**config.mk**
```make
export PLATFORM = sky130hd
export DESIGN_NAME = prince_dec_key_sched
export DESIGN_NICKNAME = d
export VERILOG_FILES = /design/src/rtl/prince_pkg.sv /design/src/rtl/prince_rc_rom.sv /design/src/rtl/prince_dec_key_sched.sv
export SDC_FILE = /design/constraint.sdc
export NUM_CORES = 1
export LEC_CHECK = 0
export CORE_MARGIN = 3
export CORE_UTILIZATION = 40
export CTS_CLUSTER_DIAMETER = 30
export DETAILED_ROUTE_END_ITERATION = 10
export PLACE_DENSITY_LB_ADDON = 0.25
export SLEW_MARGIN = 20
export SYNTH_ARGS = -nofsm -noshare
export SYNTH_HDL_FRONTEND = slang
export SYNTH_SLANG_ARGS = --single-unit
```
**constraint.sdc**
```tcl
create_clock -name clk -period 14.8 [get_ports clk]
set_clock_uncertainty 0.15 [all_clocks]
set_input_delay 2.96 -clock clk [delete_from_list [all_inputs] [get_ports clk]]
set_output_delay 2.96 -clock clk [all_outputs]
set_load 0.02 [all_outputs]
```
**src/rtl/prince_pkg.sv**
```systemverilog
// Shared PRINCE constants, the k0 whitening-key derivation and the key-path FSM state type.
// Used by both the encryption and decryption key paths.
package prince_pkg;

  localparam logic [63:0] PRINCE_ALPHA = 64'hC0AC29B7C97C50DD;

  localparam logic [63:0] PRINCE_RC [0:11] = '{
    64'h0000000000000000, 64'h13198A2E03707344, 64'hA4093822299F31D0,
    64'h082EFA98EC4E6C89, 64'h452821E638D01377, 64'hBE5466CF34E90C6C,
    64'h7EF84F78FD955CB1, 64'h85840851F1AC43AA, 64'hC882D32F25323C54,
    64'h64A51195E0E3610D, 64'hD3B5A399CA0C2399, 64'hC0AC29B7C97C50DD
  };

  typedef enum logic [1:0] {
    StIdle   = 2'd0,
    StStream = 2'd1,
    StFin    = 2'd2
  } prince_ks_state_e;

  // (k0 >>> 1) ^ (k0 >> 63); linear, so it can be applied to each share on its own.
  function automatic logic [63:0] k0_prime(input logic [63:0] k0);
    return {k0[0], k0[63:1]} ^ {63'd0, k0[63]};
  endfunction

endpackage

```
**src/rtl/prince_rc_rom.sv**
```systemverilog
// PRINCE round-constant lookup; indices 12..15 return zero.
module prince_rc_rom
  import prince_pkg::*;
(
  input  logic [3:0]  i_idx,
  output logic [63:0] o_rc
);

  always_comb begin
    o_rc = '0;
    case (i_idx)
      4'd0:    o_rc = PRINCE_RC[0];
      4'd1:    o_rc = PRINCE_RC[1];
      4'd2:    o_rc = PRINCE_RC[2];
      4'd3:    o_rc = PRINCE_RC[3];
      4'd4:    o_rc = PRINCE_RC[4];
      4'd5:    o_rc = PRINCE_RC[5];
      4'd6:    o_rc = PRINCE_RC[6];
      4'd7:    o_rc = PRINCE_RC[7];
      4'd8:    o_rc = PRINCE_RC[8];
      4'd9:    o_rc = PRINCE_RC[9];
      4'd10:   o_rc = PRINCE_RC[10];
      4'd11:   o_rc = PRINCE_RC[11];
      default: o_rc = '0;
    endcase
  end

endmodule

```
**src/rtl/prince_dec_key_sched.sv**
```systemverilog
// Two-share PRINCE decryption round-key sequencer: streams k0', k1^alpha^RC[0..11], k0
// over valid/ready, keeping share 0 and share 1 datapaths strictly separate.
module prince_dec_key_sched
  import prince_pkg::*;
#(
  parameter logic [63:0] ALPHA = PRINCE_ALPHA
) (
  input  logic         clk,
  input  logic         rst,
  input  logic         start,
  input  logic [127:0] key_s0,
  input  logic [127:0] key_s1,
  output logic         busy,
  output logic         done,
  output logic         rk_valid,
  input  logic         rk_ready,
  output logic [63:0]  rk_s0,
  output logic [63:0]  rk_s1,
  output logic [3:0]   rk_idx
);

  prince_ks_state_e r_state;
  logic [127:0]     r_key_s0;
  logic [127:0]     r_key_s1;
  logic [63:0]      r_rk_s0;
  logic [63:0]      r_rk_s1;
  logic [3:0]       r_idx;
  logic             r_valid;

  logic             w_xfer;
  logic             w_last;
  logic [63:0]      w_rc;
  logic [63:0]      w_nxt_s0;
  logic [63:0]      w_nxt_s1;

  // Next key is idx+1, whose constant is RC[idx]; so the ROM is addressed by the current index.
  prince_rc_rom u_rc_rom (
    .i_idx (r_idx),
    .o_rc  (w_rc)
  );

  assign w_xfer = r_valid & rk_ready;
  assign w_last = (r_idx == 4'd13);

  // Constants only ever touch share 0; the index used for selection is public.
  assign w_nxt_s0 = (r_idx == 4'd12) ? r_key_s0[127:64] : (r_key_s0[63:0] ^ ALPHA ^ w_rc);
  assign w_nxt_s1 = (r_idx == 4'd12) ? r_key_s1[127:64] : r_key_s1[63:0];

  always_ff @(posedge clk or posedge rst) begin
    if (rst) begin
      r_state  <= StIdle;
      r_key_s0 <= '0;
      r_key_s1 <= '0;
      r_rk_s0  <= '0;
      r_rk_s1  <= '0;
      r_idx    <= '0;
      r_valid  <= 1'b0;
    end else begin
      case (r_state)
        StIdle: begin
          if (start) begin
            r_key_s0 <= key_s0;
            r_key_s1 <= key_s1;
            r_rk_s0  <= k0_prime(key_s0[127:64]);
            r_rk_s1  <= k0_prime(key_s1[127:64]);
            r_idx    <= 4'd0;
            r_valid  <= 1'b1;
            r_state  <= StStream;
          end
        end
        StStream: begin
          if (w_xfer) begin
            if (w_last) begin
              r_valid <= 1'b0;
              r_idx   <= 4'd0;
              r_rk_s0 <= '0;
              r_rk_s1 <= '0;
              r_state <= StFin;
            end else begin
              r_idx   <= r_idx + 4'd1;
              r_rk_s0 <= w_nxt_s0;
              r_rk_s1 <= w_nxt_s1;
            end
          end
        end
        StFin:   r_state <= StIdle;
        default: r_state <= StIdle;
      endcase
    end
  end

  assign busy     = (r_state == StStream);
  assign done     = (r_state == StFin);
  assign rk_valid = r_valid;
  assign rk_s0    = r_rk_s0;
  assign rk_s1    = r_rk_s1;
  assign rk_idx   = r_idx;

endmodule

```
==> results of run 1 <==
flip-flops by register name, summed over array words and instances, names as in the netlist:
name and flops:
r_key_s1 128, r_state 2, rk_s1 64, r_key_s0 128, rk_s0 64, rk_idx 4
rk_valid 1
metrics by stage:
step / hold WS [ns] / setup slack, ns / power (mW) / instance area (sq um) / util [%]
6_report: 0.3200 / 8.906 / 6.205 / 26030 / 56.99
2_1_floorplan: 0.2901 / 0.8207 / 3.299 / 18650 / -
4_1_cts: 0.3228 / 9.080 / 6.224 / 25990 / 56.90
3_5_place_dp: 0.3080 / 8.479 / 4.137 / 22830 / 49.98
3_3_place_gp: 0.3063 / 8.570 / 4.079 / 22830 / 49.98
5_1_grt: 0.3439 / 8.769 / 6.544 / 26020 / 56.97
cell usage in the layout (no fill, tap or decap), types with 24 or more instances in the layout:
cell | netlist | routed
clkdlybuf4s50_1 | 0 | 394
mux2i_1 | 84 | 84
o21ai_0 | 51 | 51
xor2_1 | 42 | 42
nand2_1 | 888 | 888
clkbuf_16 | 0 | 89
nor2_1 | 82 | 82
nand3_1 | 25 | 24
dfrtp_1 | 391 | 389
o211ai_2 | 68 | 68
a21oi_1 | 63 | 63
cell type report:
class,count,area [sq um],share of cell area [%]
clock buffer,109,2422,9.306
tap,600,750.7,2.884
multi-input combinational,1512,8155,31.33
inverter,7,38.79,0.1490
sequential,391,9789,37.61
timing repair buffer,415,4121,15.83
antenna,6,15.01,0.05768
clock inverter,55,735.7,2.827
per-layer routing:
metal  share of wire, %  vias to the layer above  track usage (%)
met5               0.19                        -                0
met4                3.9                       18            11.72
met3                9.2                      153            8.368
met2                 46                      678            38.49
met1                 41                     8106            31.99
li1                   -                     7558                -
synthesized netlist by cell type (21+ instances only):
cell type	n	area, sq um
mux2i_1	84	840.8
nand2_1	888	3333
a21oi_1	63	315.3
xor2_1	42	367.9
o21ai_0	51	255.2
o211ai_2	68	850.8
buf_2	86	430.4
xnor2_1	21	183.9
dfrtp_1	391	9784
nor2_1	82	307.8
clkbuf_1	38	142.6
nand3_1	25	125.1
kinds of logic (layout without fill, tap and decap cells):
kind of cell	after synthesis	after routing	share of synthesized area [%]
multiplexers	86	86	4.641
flip-flops	391	391	52.45
AND/OR/NAND/NOR	1046	1046	22.03
XOR/XNOR	63	63	2.958
buffers and inverters	146	586	4.065
other	0	6	0
AO/OA/AOI/OAI	304	304	12.99
adder cells (fa/ha/maj)	13	13	0.8720
final timing paths:
path | start | endpoint | slack (ns) | depth (start not counted)
worst max-delay path | rk_ready | r_key_s1[95] | 8.91 | 8
worst min-delay path | r_key_s1[29] | r_key_s1[29] | 0.32 | 2
worst max register to register | rk_idx[1] | rk_s1[0] | 11.04 | 9
worst min register to register | r_key_s1[29] | r_key_s1[29] | 0.32 | 2
max in group asynchronous | rst | r_key_s1[108] | 9.43 | 4
min in group asynchronous | rst | rk_s1[57] | 2.75 | 2
worst register-to-register path, cell delays in order, from the launching register on:
cell and delay (ns):
dfrtp_1 0.41, buf_4 0.24, inv_1 0.35, ha_2 0.37, buf_4 0.43, nand2_2 0.49
nor2_1 0.83, nand2_1 0.12, a21oi_1 0.16, a221o_1 0.14
power groups by stage:
stage / combinational [mW] / sequential [mW] / clock, mW
floorplan: 1.31 / 1.99 / 0
global placement: 2.19 / 1.89 / 0
detailed placement: 2.24 / 1.90 / 0
CTS: 2.26 / 1.89 / 2.07
global route: 2.46 / 1.96 / 2.13
finish: 2.25 / 1.90 / 2.05
==> metrics.md, run 1 <==
| Metric | Value |
|---|---|
| Status | completed |
| P_leak | 12.72 nW |
| CTS tree | done |
| Crit path cell chain | clkdlybuf4s50_1, nand3_1, a21oi_4, buf_4, nand2_8, buf_4, nand2_1, nand2_1 |
| Clock Tree Root | clkbuf_16 |
| Max frequency | 169.7 MHz |
| Routed Antenna Nets | 0 |
| First-pass GRT wire length | 97470 um |
| Final setup violation count | 0 |
| Async set-reset flop share out of synthesis | 100.0% |
| # IOs | 395 |
| Post-Layout Cell Count | 3095 |
| WP buf/inv | 3 |
| Fin crit period | 5.894 ns |
| Cells after DPL | 2924 |
| Required time of the critical path | 15.18 ns |
| Sequential share of power | 30.7% |
| Crit path arrival time | 6.27 ns |
| CP startpoint kind | input pin |
| Area delta synth->final | 39.53% |
| CP peak stage delay | 0.96 ns |
| DP Wirelength | 41320 um |
| Max clock buf depth | 3 |
| VDD IR max | 0.0001315 V |
| Num Clock Sinks | 391 |
| GRT overflow | 0 |
| Initial Utilization | 40.84% |
| CP max-delay cell | buf_4 |
| Max cap viols | 0 |
| Routed len/inst | 20.41 um |
| Die area | 49260 sq um |
| Post-CTS setup buffer count | 0 |
| Initial antenna violation count | 15 |
| Mapped Cells | 2049 |
| DR vias | 16510 |
| Post-synth top flop | dfrtp_1 |
| Post-route clock period utilization | 39.83% |
| Post-cts gate resize count | 0 |
| Gpl congestion | 0.8424 |
| Iteration-0 DRC count of the detailed router | 1413 |
| Rows | 78 |
| Avg Cell Area, Syn | 9.104 sq um |
| Setup TNS | 0 ns |
| Comb power frac | 36.3% |
| Die Y | 222.0 um |
| DIE WIDTH | 222.0 um |
| H-tree depth | 3 |
| Mapped Nets | 2322 |
| Post-Route WL | 63180 um |
| PwrDens | 238.4 nW/um^2 |
| Worst-skew pair later-pin latency | 0.61 ns |
| Fillcell total | 3995 |
| DRC viols | 0 |
| NumNets Final | 2689 |
| CORE AREA | 45670 sq um |
| CP Capture Type | register |
| Psw | 2.301 mW |
| CTS Buf Count | 89 |
| Synth Cell Area | 18650 sq um |
| Synth Warn # | 0 |
| Worst-margin pin slew | 1.151 ns |
| Internal power | 3.904 mW |
| Ratio of cells with drive above 1 in the final layout | 10.77% |
| Hold buffer count at CTS | 0 |
| Vias per cell | 5.335 |
| Number of flops mapped to enable cells by yosys | 0 |
| IO Port Bufs | 394 |
| Vias in the first global route | 16930 |
| Clock-pin transition on the worst setup and hold timing paths | 0.04 ns |
| Fin. max-slew vios | 0 |
| Unrepaired setup endpoints after global routing | no |
| Largest net degree at the start of global routing | 160 |
| Max_slew headroom | 23.29% |
| Total GRT Usage | 25.03% |
| CP Class | in2reg |
| Worst Hold Class | reg2reg |
| Delay-heaviest family, CP | buffers and inverters |
| TritonRoute pass-1 iters | 6 |
| Switching fraction of total power | 37.08% |
| Yosys cell types | 64 |
| Worst-path fanout max | 159 |
| Hold Vio Cnt, Final | 0 |
| Seq/Total Area, Yosys | 52.45% |
| Yosys reg bits | 391 |
| Power share of the clock group | 33.0% |
Note: power is estimated with default switching activity, not from simulation.
==> inputs of run 2 (changes only) <==
==> constraint.sdc (replaced) <==
create_clock -name clk -period 5.8 [get_ports clk]
set_clock_uncertainty 0.15 [all_clocks]
set_input_delay 1.16 -clock clk [delete_from_list [all_inputs] [get_ports clk]]
set_output_delay 1.16 -clock clk [all_outputs]
set_load 0.02 [all_outputs]
==> metrics.md, run 2 (synthesized netlist as in run 1, its figures left out) <==
| Metric | Value |
|---|---|
| Initial antenna violation count | 11 |
| Worst-path fanout max | 37 |
| Post-route clock period utilization | 65.58% |
| IO Port Bufs | 394 |
| Ratio of cells with drive above 1 in the final layout | 10.59% |
| DR vias | 16470 |
| Total GRT Usage | 25.21% |
| Vias in the first global route | 17000 |
| GRT overflow | 0 |
| Worst reg2reg startpoint | rk_idx[1] |
| Most frequent cells in the layout | nand2_1 (888), clkdlybuf4s50_1 (394), dfrtp_1 (389) |
| CORE AREA | 45670 sq um |
| TritonRoute pass-1 iters | 5 |
| DIE WIDTH | 222.0 um |
| DP Wirelength | 41410 um |
| Gpl congestion | 0.8451 |
| Hold Path Depth | 2 |
| Initial Utilization | 40.84% |
| Hold buffer count at CTS | 0 |
| CP max-delay cell | ha_2 |
| Hold Vio Cnt, Final | 0 |
| Vias per cell | 5.304 |
| Fin. max-slew vios | 0 |
| Total power | 16.10 mW |
| CP peak stage delay | 0.93 ns |
| R2r endpoint | rk_s0[44] |
| Iteration-0 DRC count of the detailed router | 1471 |
| CP startpoint kind | register |
| Commonest non-fill, non-tap cell in the layout | nand2_1 |
| Hold slack | 0.3150 ns |
| Worst R2R Path Depth | 6 |
| Max cap viols | 0 |
| Unrepaired setup endpoints after global routing | no |
| Num Clock Sinks | 391 |
| DRC viols | 0 |
| Crit path from | rk_idx[1] |
| Hold_sp | r_key_s0[115] |
| Crit path arrival time | 4.18 ns |
| Worst-skew pair later-pin latency | 0.61 ns |
| Max frequency | 262.9 MHz |
| Die Y | 222.0 um |
| Area delta synth->final | 40.93% |
| Routed Antenna Nets | 0 |
| Max_slew headroom | 34.56% |
| NumNets Final | 2696 |
| Post-Route WL | 63030 um |
| CP Class | reg2reg |
| CTS Buf Count | 95 |
| Clock-pin transition on the worst setup and hold timing paths | 0.05 ns |
| CTS tree | done |
| Worst Hold Class | reg2reg |
| Setup TNS | 0 ns |
| Worst-margin pin slew | 0.9816 ns |
| PwrDens | 612.6 nW/um^2 |
| First-pass GRT wire length | 98990 um |
| Rows | 78 |
| Util after Layout | 57.56% |
| Top Registers | r_key_s0 x128, r_key_s1 x128 |
| VDD IR max | 0.0002991 V |
| Max clock buf depth | 3 |
| Routed len/inst | 20.31 um |
| Required time of the critical path | 6.17 ns |
| R2r setup slk | 2.00 ns |
| Final setup violation count | 0 |
| Largest net degree at the start of global routing | 147 |
| Status | completed |
| Crit path cell chain | inv_1, ha_2, nand2_2, nor2_1, a32oi_1, a31oi_1 |
| Die area | 49260 sq um |
| Post-CTS setup buffer count | 0 |
| # IOs | 395 |
| P_leak | 12.86 nW |
| H-tree depth | 3 |
| CP Capture Type | register |
| Clock Tree Root | clkbuf_16 |
| Worst Hold End | r_key_s0[115] |
| Post-cts gate resize count | 0 |
| Fin crit period | 3.803 ns |
run 2: critical path: cells and delay by family (launching register included):
family	cells	cell delay, ns
AO/OA/AOI/OAI	2	0.46
adder cells (fa/ha/maj)	1	0.93
buffers and inverters	1	0.30
flip-flops	1	0.38
AND/OR/NAND/NOR	2	1.48
run 2: how the worst max path moves through the flow:
stage / depth (start not counted) / slack (ns) / to
final: 6 / 2.00 / rk_s0[44]
after detailed placement: 7 / 1.68 / r_key_s1[92]
after floorplan: 1 / -0.77 / r_key_s0[0]
after global routing: 6 / 1.85 / rk_s0[44]
after global placement: 7 / 1.68 / r_key_s1[85]
after CTS: 6 / 2.08 / rk_s0[44]
run 2: layer usage:
| metal | global-route usage (%) | part of all wire (%) | vias up |
|---|---|---|---|
| met2 | 39.65 | 47 | 664 |
| met3 | 7.533 | 8.1 | 148 |
| met5 | 0 | 0.16 | - |
| met4 | 9.577 | 3.6 | 16 |
| met1 | 32.96 | 42 | 8060 |
| li1 | - | - | 7577 |
run 2: final cells by class:
| class | instances | area (sq um) |
|---|---|---|
| well taps | 600 | 750.7 |
| fillers | 4014 | 19380 |
| flip-flops and latches | 391 | 9789 |
| repair buffers | 416 | 4222 |
| clock buffers | 137 | 2749 |
| multi-input cells | 1512 | 8155 |
| inverters | 7 | 35.03 |
| diodes | 2 | 5.005 |
| clock inverters | 39 | 583.1 |
run 2: power by group:
part	total, mW	switching, mW	internal [mW]
clock network	5.48	1.64	3.85
registers	4.83	0.868	3.96
logic	5.79	3.36	2.44
run 2: stage by stage:
| step | area (sq um) | std cells | setup WS [ns] |
|---|---|---|---|
| 4_1_cts | 26280 | 3102 | 2.081 |
| 3_3_place_gp | 22950 | 2926 | 1.684 |
| 3_5_place_dp | 22950 | 2926 | 1.676 |
| 6_report | 26290 | 3104 | 1.997 |
| 5_1_grt | 26290 | 3103 | 1.849 |
| 2_1_floorplan | 18660 | 2049 | -0.7699 |
